**src/rtl/tlb_mport_pkg.sv**
```systemverilog
`default_nettype none
// ============================================================================
// Module      : tlb_mport_pkg
// Description : Shared TLB entry, exception and CP0-op types for tlb_mport.
// Revision    : 1.0 - initial release
// ============================================================================
package tlb_mport_pkg;

    localparam int TLB_ENTRIES = 16;
    localparam int TLB_ASID_W  = 8;

    typedef struct packed {
        logic [18:0]           vpn2;
        logic [TLB_ASID_W-1:0] asid;
        logic                  g;
        logic [19:0]           pfn0;
        logic [2:0]            c0;
        logic                  d0;
        logic                  v0;
        logic [19:0]           pfn1;
        logic [2:0]            c1;
        logic                  d1;
        logic                  v1;
    } tlb_entry_t;

    typedef enum logic [1:0] {
        EXC_NONE     = 2'd0,
        EXC_REFILL   = 2'd1,
        EXC_INVALID  = 2'd2,
        EXC_MODIFIED = 2'd3
    } tlb_exc_t;

    typedef enum logic [2:0] {
        OP_NOP = 3'd0,
        OP_WI  = 3'd1,
        OP_WR  = 3'd2,
        OP_P   = 3'd3,
        OP_R   = 3'd4
    } tlb_op_t;

endpackage
`default_nettype wire

```
**src/rtl/tlb_mport_match.sv**
```systemverilog
`default_nettype none
// ============================================================================
// Module      : tlb_match
// Description : Combinational VPN2/ASID match, lowest matching index wins.
// Revision    : 1.0 - initial release
// ============================================================================
module tlb_match
    import tlb_mport_pkg::*;
#(
    parameter int N_ENTRIES = TLB_ENTRIES,
    parameter int ASID_W    = TLB_ASID_W,
    localparam int IDX_W    = $clog2(N_ENTRIES)
) (
    input  logic [N_ENTRIES-1:0][18:0]       vpn2_tab,
    input  logic [N_ENTRIES-1:0][ASID_W-1:0] asid_tab,
    input  logic [N_ENTRIES-1:0]             g_tab,
    input  logic [18:0]                      vpn2,
    input  logic [ASID_W-1:0]                asid,
    output logic                             hit,
    output logic [IDX_W-1:0]                 idx
);

    // Scan from the top down so the last (lowest) match is the one kept.
    always_comb begin
        hit = 1'b0;
        idx = '0;
        for (int i = N_ENTRIES - 1; i >= 0; i--) begin
            if ((vpn2_tab[i] == vpn2) && (g_tab[i] || (asid_tab[i] == asid))) begin
                hit = 1'b1;
                idx = IDX_W'(i);
            end
        end
    end

endmodule
`default_nettype wire

```
**src/rtl/tlb_mport.sv**
```systemverilog
`default_nettype none
// ============================================================================
// Module      : tlb_mport
// Description : Multi-port registered joint TLB with TLBWI/WR/P/R and Random.
// Revision    : 1.0 - initial release
// ============================================================================
module tlb_mport
    import tlb_mport_pkg::*;
#(
    parameter int N_ENTRIES = TLB_ENTRIES,
    parameter int N_PORTS   = 2,
    parameter int ASID_W    = TLB_ASID_W,
    localparam int IDX_W    = $clog2(N_ENTRIES)
) (
    input  logic                    clk,
    input  logic                    resetn,
    input  logic [N_PORTS-1:0]      lk_valid,
    input  logic [N_PORTS-1:0][31:0] lk_vaddr,
    input  logic [N_PORTS-1:0]      lk_store,
    input  logic [ASID_W-1:0]       asid,
    output logic [N_PORTS-1:0]      rs_valid,
    output logic [N_PORTS-1:0][31:0] rs_paddr,
    output logic [N_PORTS-1:0][1:0] rs_exc,
    input  tlb_op_t                 op,
    input  logic [IDX_W-1:0]        op_index,
    input  tlb_entry_t              op_entry,
    input  logic [IDX_W-1:0]        wired,
    input  logic                    wired_we,
    output logic                    op_done,
    output logic [31:0]             p_index,
    output tlb_entry_t              r_entry,
    output logic [IDX_W-1:0]        random
);

    localparam logic [IDX_W-1:0] c_RAND_MAX = IDX_W'(N_ENTRIES - 1);

    tlb_entry_t [N_ENTRIES-1:0]       r_tab;
    logic [N_ENTRIES-1:0][18:0]       w_vpn2_tab;
    logic [N_ENTRIES-1:0][ASID_W-1:0] w_asid_tab;
    logic [N_ENTRIES-1:0]             w_g_tab;
    logic [IDX_W-1:0]                 r_random;
    logic [IDX_W-1:0]                 w_random_nxt;
    logic                             r_op_done;
    logic [31:0]                      r_p_index;
    tlb_entry_t                       r_rd_entry;
    logic                             w_p_hit;
    logic [IDX_W-1:0]                 w_p_idx;

    always_comb begin
        for (int i = 0; i < N_ENTRIES; i++) begin
            w_vpn2_tab[i] = r_tab[i].vpn2;
            w_asid_tab[i] = r_tab[i].asid;
            w_g_tab[i]    = r_tab[i].g;
        end
    end

    generate
        for (genvar p = 0; p < N_PORTS; p++) begin : g_port
            logic             w_hit;
            logic [IDX_W-1:0] w_idx;
            logic             w_v;
            logic             w_d;
            logic [19:0]      w_pfn;
            logic [31:0]      w_paddr;
            logic [1:0]       w_exc;
            logic             r_valid;
            logic [31:0]      r_paddr;
            logic [1:0]       r_exc;

            tlb_match #(
                .N_ENTRIES(N_ENTRIES),
                .ASID_W   (ASID_W)
            ) u_match (
                .vpn2_tab(w_vpn2_tab),
                .asid_tab(w_asid_tab),
                .g_tab   (w_g_tab),
                .vpn2    (lk_vaddr[p][31:13]),
                .asid    (asid),
                .hit     (w_hit),
                .idx     (w_idx)
            );

            always_comb begin
                w_pfn = lk_vaddr[p][12] ? r_tab[w_idx].pfn1 : r_tab[w_idx].pfn0;
                w_v   = lk_vaddr[p][12] ? r_tab[w_idx].v1   : r_tab[w_idx].v0;
                w_d   = lk_vaddr[p][12] ? r_tab[w_idx].d1   : r_tab[w_idx].d0;
                if (lk_vaddr[p][31:30] == 2'b10) begin
                    w_paddr = {3'b000, lk_vaddr[p][28:0]};
                    w_exc   = EXC_NONE;
                end else begin
                    w_paddr = {w_pfn, lk_vaddr[p][11:0]};
                    if (!w_hit)
                        w_exc = EXC_REFILL;
                    else if (!w_v)
                        w_exc = EXC_INVALID;
                    else if (lk_store[p] && !w_d)
                        w_exc = EXC_MODIFIED;
                    else
                        w_exc = EXC_NONE;
                end
            end

            // Address/exception only load on a request so idle outputs stay stable.
            always_ff @(posedge clk or negedge resetn) begin
                if (!resetn) begin
                    r_valid <= 1'b0;
                    r_paddr <= '0;
                    r_exc   <= EXC_NONE;
                end else begin
                    r_valid <= lk_valid[p];
                    if (lk_valid[p]) begin
                        r_paddr <= w_paddr;
                        r_exc   <= w_exc;
                    end
                end
            end

            assign rs_valid[p] = r_valid;
            assign rs_paddr[p] = r_paddr;
            assign rs_exc[p]   = r_exc;
        end
    endgenerate

    tlb_match #(
        .N_ENTRIES(N_ENTRIES),
        .ASID_W   (ASID_W)
    ) u_probe (
        .vpn2_tab(w_vpn2_tab),
        .asid_tab(w_asid_tab),
        .g_tab   (w_g_tab),
        .vpn2    (op_entry.vpn2),
        .asid    (op_entry.asid),
        .hit     (w_p_hit),
        .idx     (w_p_idx)
    );

    always_ff @(posedge clk or negedge resetn) begin
        if (!resetn)
            r_tab <= '0;
        else if (op == OP_WI)
            r_tab[op_index] <= op_entry;
        else if (op == OP_WR)
            r_tab[r_random] <= op_entry;
    end

    always_ff @(posedge clk or negedge resetn) begin
        if (!resetn) begin
            r_op_done  <= 1'b0;
            r_p_index  <= '0;
            r_rd_entry <= '0;
        end else begin
            r_op_done <= (op == OP_P) || (op == OP_R);
            if (op == OP_P)
                r_p_index <= w_p_hit ? 32'(w_p_idx) : 32'h8000_0000;
            if (op == OP_R)
                r_rd_entry <= r_tab[op_index];
        end
    end

    // Random wraps back to the top when it reaches Wired; a Wired write restarts it.
    always_comb begin
        if (wired_we || (wired >= c_RAND_MAX) || (r_random == wired))
            w_random_nxt = c_RAND_MAX;
        else
            w_random_nxt = r_random - 1'b1;
    end

    always_ff @(posedge clk or negedge resetn) begin
        if (!resetn)
            r_random <= c_RAND_MAX;
        else
            r_random <= w_random_nxt;
    end

    assign op_done = r_op_done;
    assign p_index = r_p_index;
    assign r_entry = r_rd_entry;
    assign random  = r_random;

endmodule
`default_nettype wire

```
**config.mk**
```make
export PLATFORM = sky130hd
export DESIGN_NAME = tlb_mport
export DESIGN_NICKNAME = d
export VERILOG_FILES = /design/src/rtl/tlb_mport_pkg.sv /design/src/rtl/tlb_mport_match.sv /design/src/rtl/tlb_mport.sv
export SDC_FILE = /design/constraint.sdc
export NUM_CORES = 2
export LEC_CHECK = 0
export ABC_CLOCK_PERIOD_IN_PS = 5700
export CAP_MARGIN = 20
export CORE_MARGIN = 4
export CORE_UTILIZATION = 40
export CTS_CLUSTER_DIAMETER = 30
export DETAILED_ROUTE_END_ITERATION = 8
export PLACE_DENSITY = 0.55
export SLEW_MARGIN = 0
export SYNTH_ARGS = -nofsm -noshare
export SYNTH_HDL_FRONTEND = slang
export SYNTH_SLANG_ARGS = --single-unit
```
**constraint.sdc**
```tcl
create_clock -name clk -period 5.7 [get_ports clk]
set_input_delay 1.71 -clock clk [delete_from_list [all_inputs] [get_ports clk]]
set_output_delay 1.71 -clock clk [all_outputs]
set_load 0.03 [all_outputs]
```
### After elaboration in Yosys (flattened, before gate mapping)

Cells that the tools add are included.

| storage, ports and cells | value |
|---|---|
| flip-flop bits (word level) | 1433 |
| bits in latches | 0 |
| RAM bits | 0 |
| ROM bits | 0 |
| input bits | 168 |
| word-level logic and storage cells | 509 |
| memories | 0 |

| operators by class | value |
|---|---|
| add/sub/neg operators | 1 |
| multiply operators | 0 |
| divide/modulo/power cells | 0 |
| magnitude comparators | 7 |
| equal/unequal tests | 87 |
| shifts and indexed selects | 0 |
| muxes and demuxes | 128 |
| bitwise gates (word level) | 0 |
| reductions and logical operators | 90 |

Operators with widths:

| operator | count |
|---|---|
| $bwmux 1248 | 2 |
| $mux 1248 | 2 |
| $bmux 78 s4 | 3 |
| $eq 19x19->1 | 48 |
| $demux 78 s4 | 2 |
| $eq 8x8->1 | 32 |
| $mux 78 | 3 |
| $mux 4 | 49 |
| $mux 50 | 2 |
| $mux 32 | 3 |
| $logic_and 1x1->1 | 52 |
| $mux 1 | 52 |
| $mux 20 | 2 |
| $logic_or 1x1->1 | 35 |
| $lt 4x5->1 const B | 4 |
| $mux 2 | 8 |
| $ge 4x1->1 const B | 2 |
| $eq 3x2->1 const B | 2 |
| $eq 2x2->1 const B | 2 |
| $eq 4x4->1 | 1 |
| $ge 4x4->1 const B | 1 |
| $sub 4x1->4 const B | 1 |
| $eq 3x1->1 const B | 1 |
| $eq 3x3->1 const B | 1 |
| 2 further kinds | 3 |

### Logic depth before layout (Yosys ltp)

| depth | value |
|---|---|
| depth after elaboration | 28 |
| depth in mapped cells | 19 |
| depth with buffers taken out | 14 |

### Cells and area by module

A second synthesis with hierarchy kept.

| second synthesis, totals | value |
|---|---|
| cells, all modules | 6552 |
| area, all modules | 89631.0 um^2 |

By module, submodules not included:

| module | times used | cells each | area an instance (um^2) |
|---|---|---|---|
| tlb_mport | 1 | 4518 | 73730.7 |
| tlb_match | 3 | 678 | 5300.1 |

### Worst setup path after synthesis

OpenSTA, ideal clock, no wires.

| timing | value |
|---|---|
| path type | input to register |
| from | input port lk_vaddr[45] in the netlist's numbering |
| to | register g_port[1].r_paddr[28] |
| data arrival time | 4.875 ns |
| path slack | 0.702 ns |
| stages | 18 |
| path through | buf_2 > buf_4 > xnor2_1 > nand4_1 > nor4_2 > nand3_2 > a2111o_1 > o21ba_4 > o2bb2ai_1 > buf_4 > buf_12 > buf_8 > buf_4 > mux2i_1 > nand2_1 > a31oi_1 > o22ai_1 > a211o_1 |

| on the way | value |
|---|---|
| cells in the longest elaborated chain, start to end | 22 |
| elaborated cells on any way between the ends | 52 |
| classes of those cells | 16 x eq/ne; 20 x mux; 16 x reduce/logical |

Ends and longest elaborated chain:

| element | line | text |
|---|---|---|
| start, declared | tlb_mport.sv:18 | `input logic [N_PORTS-1:0][31:0] lk_vaddr,` |
| $eq 19x19->1 | tlb_mport_match.sv:28 | `if ((vpn2_tab[i] == vpn2) && (g_tab[i] \|\| (asid_tab[i] == asid))) begin` |
| $logic_and 1x1->1 | tlb_mport_match.sv:28 |  |
| $mux 4 (15 in a row) | tlb_mport_match.sv:28 |  |
| $mux 4 (*) | tlb_mport_match.sv:28 |  |
| $bmux 78 s4 (*) | tlb_mport.sv:84 | `w_pfn = lk_vaddr[p][12] ? r_tab[w_idx].pfn1 : r_tab[w_idx].pfn0;` |
| $mux 50 (*) | -- |  |
| $mux 20 (*) | tlb_mport.sv:84 |  |
| $mux 32 (*) | tlb_mport.sv:87 | `if (lk_vaddr[p][31:30] == 2'b10) begin` |
| end signal, assigned | tlb_mport.sv:112 | `r_paddr <= w_paddr;` |
| end, declared | tlb_mport.sv:67 | `logic [31:0] r_paddr;` |

Mark *: on every way between the ends. The rest lies on a longest branch, timed or not. The select of a mux whose other input is x is not followed.
A chain may end at the register's enable or synchronous reset.

### Worst setup path in the final report

| timing | value |
|---|---|
| from | input port lk_vaddr[15] in the netlist's numbering |
| to | register g_port[0].r_paddr[23] |

| on the way | value |
|---|---|
| cells in the longest elaborated chain, start to end | 22 |
| elaborated cells on any way between the ends | 52 |
| classes of those cells | 16 x eq/ne; 20 x mux; 16 x reduce/logical |

Ends and longest elaborated chain:

| element | line |
|---|---|
| $eq 19x19->1 | tlb_mport_match.sv:28 |
| $logic_and 1x1->1 | tlb_mport_match.sv:28 |
| $mux 4 (15 in a row) | tlb_mport_match.sv:28 |
| $mux 4 (*) | tlb_mport_match.sv:28 |
| $bmux 78 s4 (*) | tlb_mport.sv:84 |
| $mux 50 (*) | -- |
| $mux 20 (*) | tlb_mport.sv:84 |
| $mux 32 (*) | tlb_mport.sv:87 |
| end signal, assigned | tlb_mport.sv:112 |
| end, declared | tlb_mport.sv:67 |

Marked as above.

==> out/metrics.csv <==
metric;value;unit
status;finished with violations;
violations;negative setup slack;
drt_iter0_markers;8092;
synth_top_area_frac;0.395;
critical-path-slowest-cell;clkdlybuf4s50_1;
synthCells;7371;
initial_core_util;0.403;
critPathLaunch;lk_vaddr[15];
finalPower;0.0451;W
drive_gt1_frac;0.396;
drt-total-wl;404000;um
crit_chain;clkdlybuf4s50_1 -> buf_6 -> xnor2_1 -> nand4_1 -> nor4_4 -> buf_4 -> nand3_1 -> a2111oi_4 -> buf_4 -> o31ai_1 -> buf_4 -> o21ai_4 -> buf_12 -> buf_4 -> buf_4 -> buf_12 -> mux2i_1 -> a32oi_1 -> and3_1 -> a21oi_1 -> o21ai_1 -> o21ai_1 -> o21ai_1;
rsz0062_at_grt;no;
slowest_delay;570;ps
antenna_found_initial;36;
std_cell_rows;172;
start_kind;input pin;
grt_pass1_wl;567000;um
grtUsageTotal;0.343;
cts-root-buf;clkbuf_16;
cts_hold_buf;0;
clkTransAtPathRegs;50;ps
slew_viol_final;0;
powerDensity;388;nW/um^2
worst_slack;-95.2;ps
port_buffers;325;
slew_headroom;0.166;
r2r_start;r_tab[456];
dp_cells;10849;
synth-async-reset-ratio;1.00;
grt_max_degree;165;
place_congestion;1.02;
synth_edf_count;0;
coreArea;220000;sq um
stdcell_count;11583;
cp_max_fo;20;
routed_via_density;6.24;
cts_tree;built;
fillCellCount;19030;
drt_pass1_iterations;7;
setup_viol;5;
clockBufferDepth;4;
dieHeight;479;um
die_x;479;um
io_pins;353;
cts_buffers;394;
fin_setup_tns;-261;ps
peakVddDrop;286;uV
worstPathRequired;6550;ps
synth_warnings;0;
worstMarginPinSlew;1250;ps
fin_crit_sh;1.02;
synth_area_leaders;dfrtp_1 (39%), mux2_2 (17%), mux4_2 (9.9%), xor2_1 (7.3%), mux2i_1 (6.1%);
synth_flop_cell;dfrtp_1;
cap_violations;0;
wl_per_cell;34.9;um
ys_seq_area_frac;0.396;
nNetsFinal;8470;
period_needed;5800;ps
synth.avg_cell_area;12.1;sq um
area_growth;30.7;%
grt-ovfl-total;0;
crit_top_cell;buf_4;
max_freq;0.173;GHz
dr_total_vias;72260;
h-tree-depth;5;
min_path_type;register to register;
synth_cell_types;93;
drc;0;
place_ws;-1470;ps
synth_top_area_cell;dfrtp_1;
clkLatencyLatePin;1010;ps
antenna_left;0;
netlist_area;88900;sq um
dp_hpwl;281000;um
grt_pass1_vias;72441;
hold_ws;477;ps
ys_ff_latch;1406;
layout_common_cells;dfrtp_1 (1402), mux2_2 (1349), xor2_1 (744), buf_4 (679), mux2i_1 (538);
die_area;230000;sq um
power_leakage;50.5;nW
end_kind;register;
hp-start;p_index[31];
crit_type;input pin to register;
hold_viol;0;
clock_skew;140;ps
clock-sinks;1406;
final_common_cell;dfrtp_1;
cp.arrival;6640;ps
area by class of cell:
cell class	instances	area [sq um]	share of cell area
multi-input cells	5260	50600	0.436
clock inverters	185	2670	0.0230
well taps	2958	3700	0.0319
repair buffers	1222	12600	0.109
inverters	13	48.8	0.000420
clock buffers	522	11200	0.0964
flip-flops and latches	1406	35200	0.303
diodes	17	42.5	0.000366
Yosys cell counts, drive strengths merged (15+ instances only):
library cell     n
a211oi          29
a21boi          19
a21oi          166
a222oi          45
a22oi          116
a31oi           68
a32oi           42
and3            69
buf            369
clkbuf         349
dfrtp         1402
mux2          1349
mux2i          540
mux4           390
nand2          369
nand3           68
nand4          126
nor2            67
nor2b           15
nor3            70
nor4           202
o21ai          123
or3             18
xnor2          431
xor2           744
flip-flops by register name (all words and copies together), names as in the netlist:
signal,flops
op_done,1
r_entry,78
g_port.r_valid,2
p_index,5
g_port.r_exc,4
g_port.r_paddr,64
r_tab,1248
random,4
worst max-delay path: cells and delay by family:
kind / cells / cell delay, ps
buffers and inverters: 9 / 2100
AOI/OAI and AO/OA: 8 / 1530
and+or+nand+nor: 4 / 920
muxes: 1 / 220
xor gates and xnor gates: 1 / 150
stage by stage:
step                 util  cell area [sq um]
floorplan               -              89000
global placement    0.463             102000
detailed placement  0.463             102000
CTS                 0.526             116000
global route        0.527             116000
finish              0.527             116000
path summary, 6_finish.rpt:
check	to	slack [ps]	depth (start not counted)
hold / removal	p_index[31]	480	2
setup / recovery	g_port[0].r_paddr[23]	-100	23
min in group asynchronous	r_tab[773]	700	1
max in group asynchronous	r_tab[984]	3500	2
setup reg to reg	g_port[0].r_paddr[23]	840	21
hold reg to reg	p_index[31]	480	2
logic make-up (layout without fill, tap and decap cells):
| family | Yosys count | count (layout) | share of synthesized area |
|---|---|---|---|
| mux | 2279 | 2279 | 0.331 |
| other cells | 1 | 44 | 0.0000422 |
| fa+ha+maj | 5 | 5 | 0.000704 |
| xor+xnor | 1175 | 1175 | 0.116 |
| simple gates | 1055 | 1055 | 0.0611 |
| compound gates | 719 | 719 | 0.0555 |
| flops | 1406 | 1406 | 0.396 |
| buf+inv | 731 | 1942 | 0.0401 |
where the power goes:
part           leakage [nW]  internal, W  total (W)  switching, W
logic                  25.0      0.00410    0.00787       0.00377
registers              18.7       0.0117     0.0143       0.00257
clock network          6.78       0.0163     0.0230       0.00664
what timing repair did:
item,in CTS,in global routing
endpoints found under the setup margin,31,36
pin swaps,0,1
resized for setup,8,31
buffers inserted,0,10
metal layers:
layer | track usage | vias to the layer above | routed length (um)
met1 | 0.468 | 37785 | 167000
li1 | - | 29218 | -
met5 | 0 | - | 62
met4 | 0.176 | 10 | 23400
met3 | 0.0831 | 991 | 38000
met2 | 0.509 | 4256 | 176000
No activity file was read; power rests on OpenSTA's default activity.
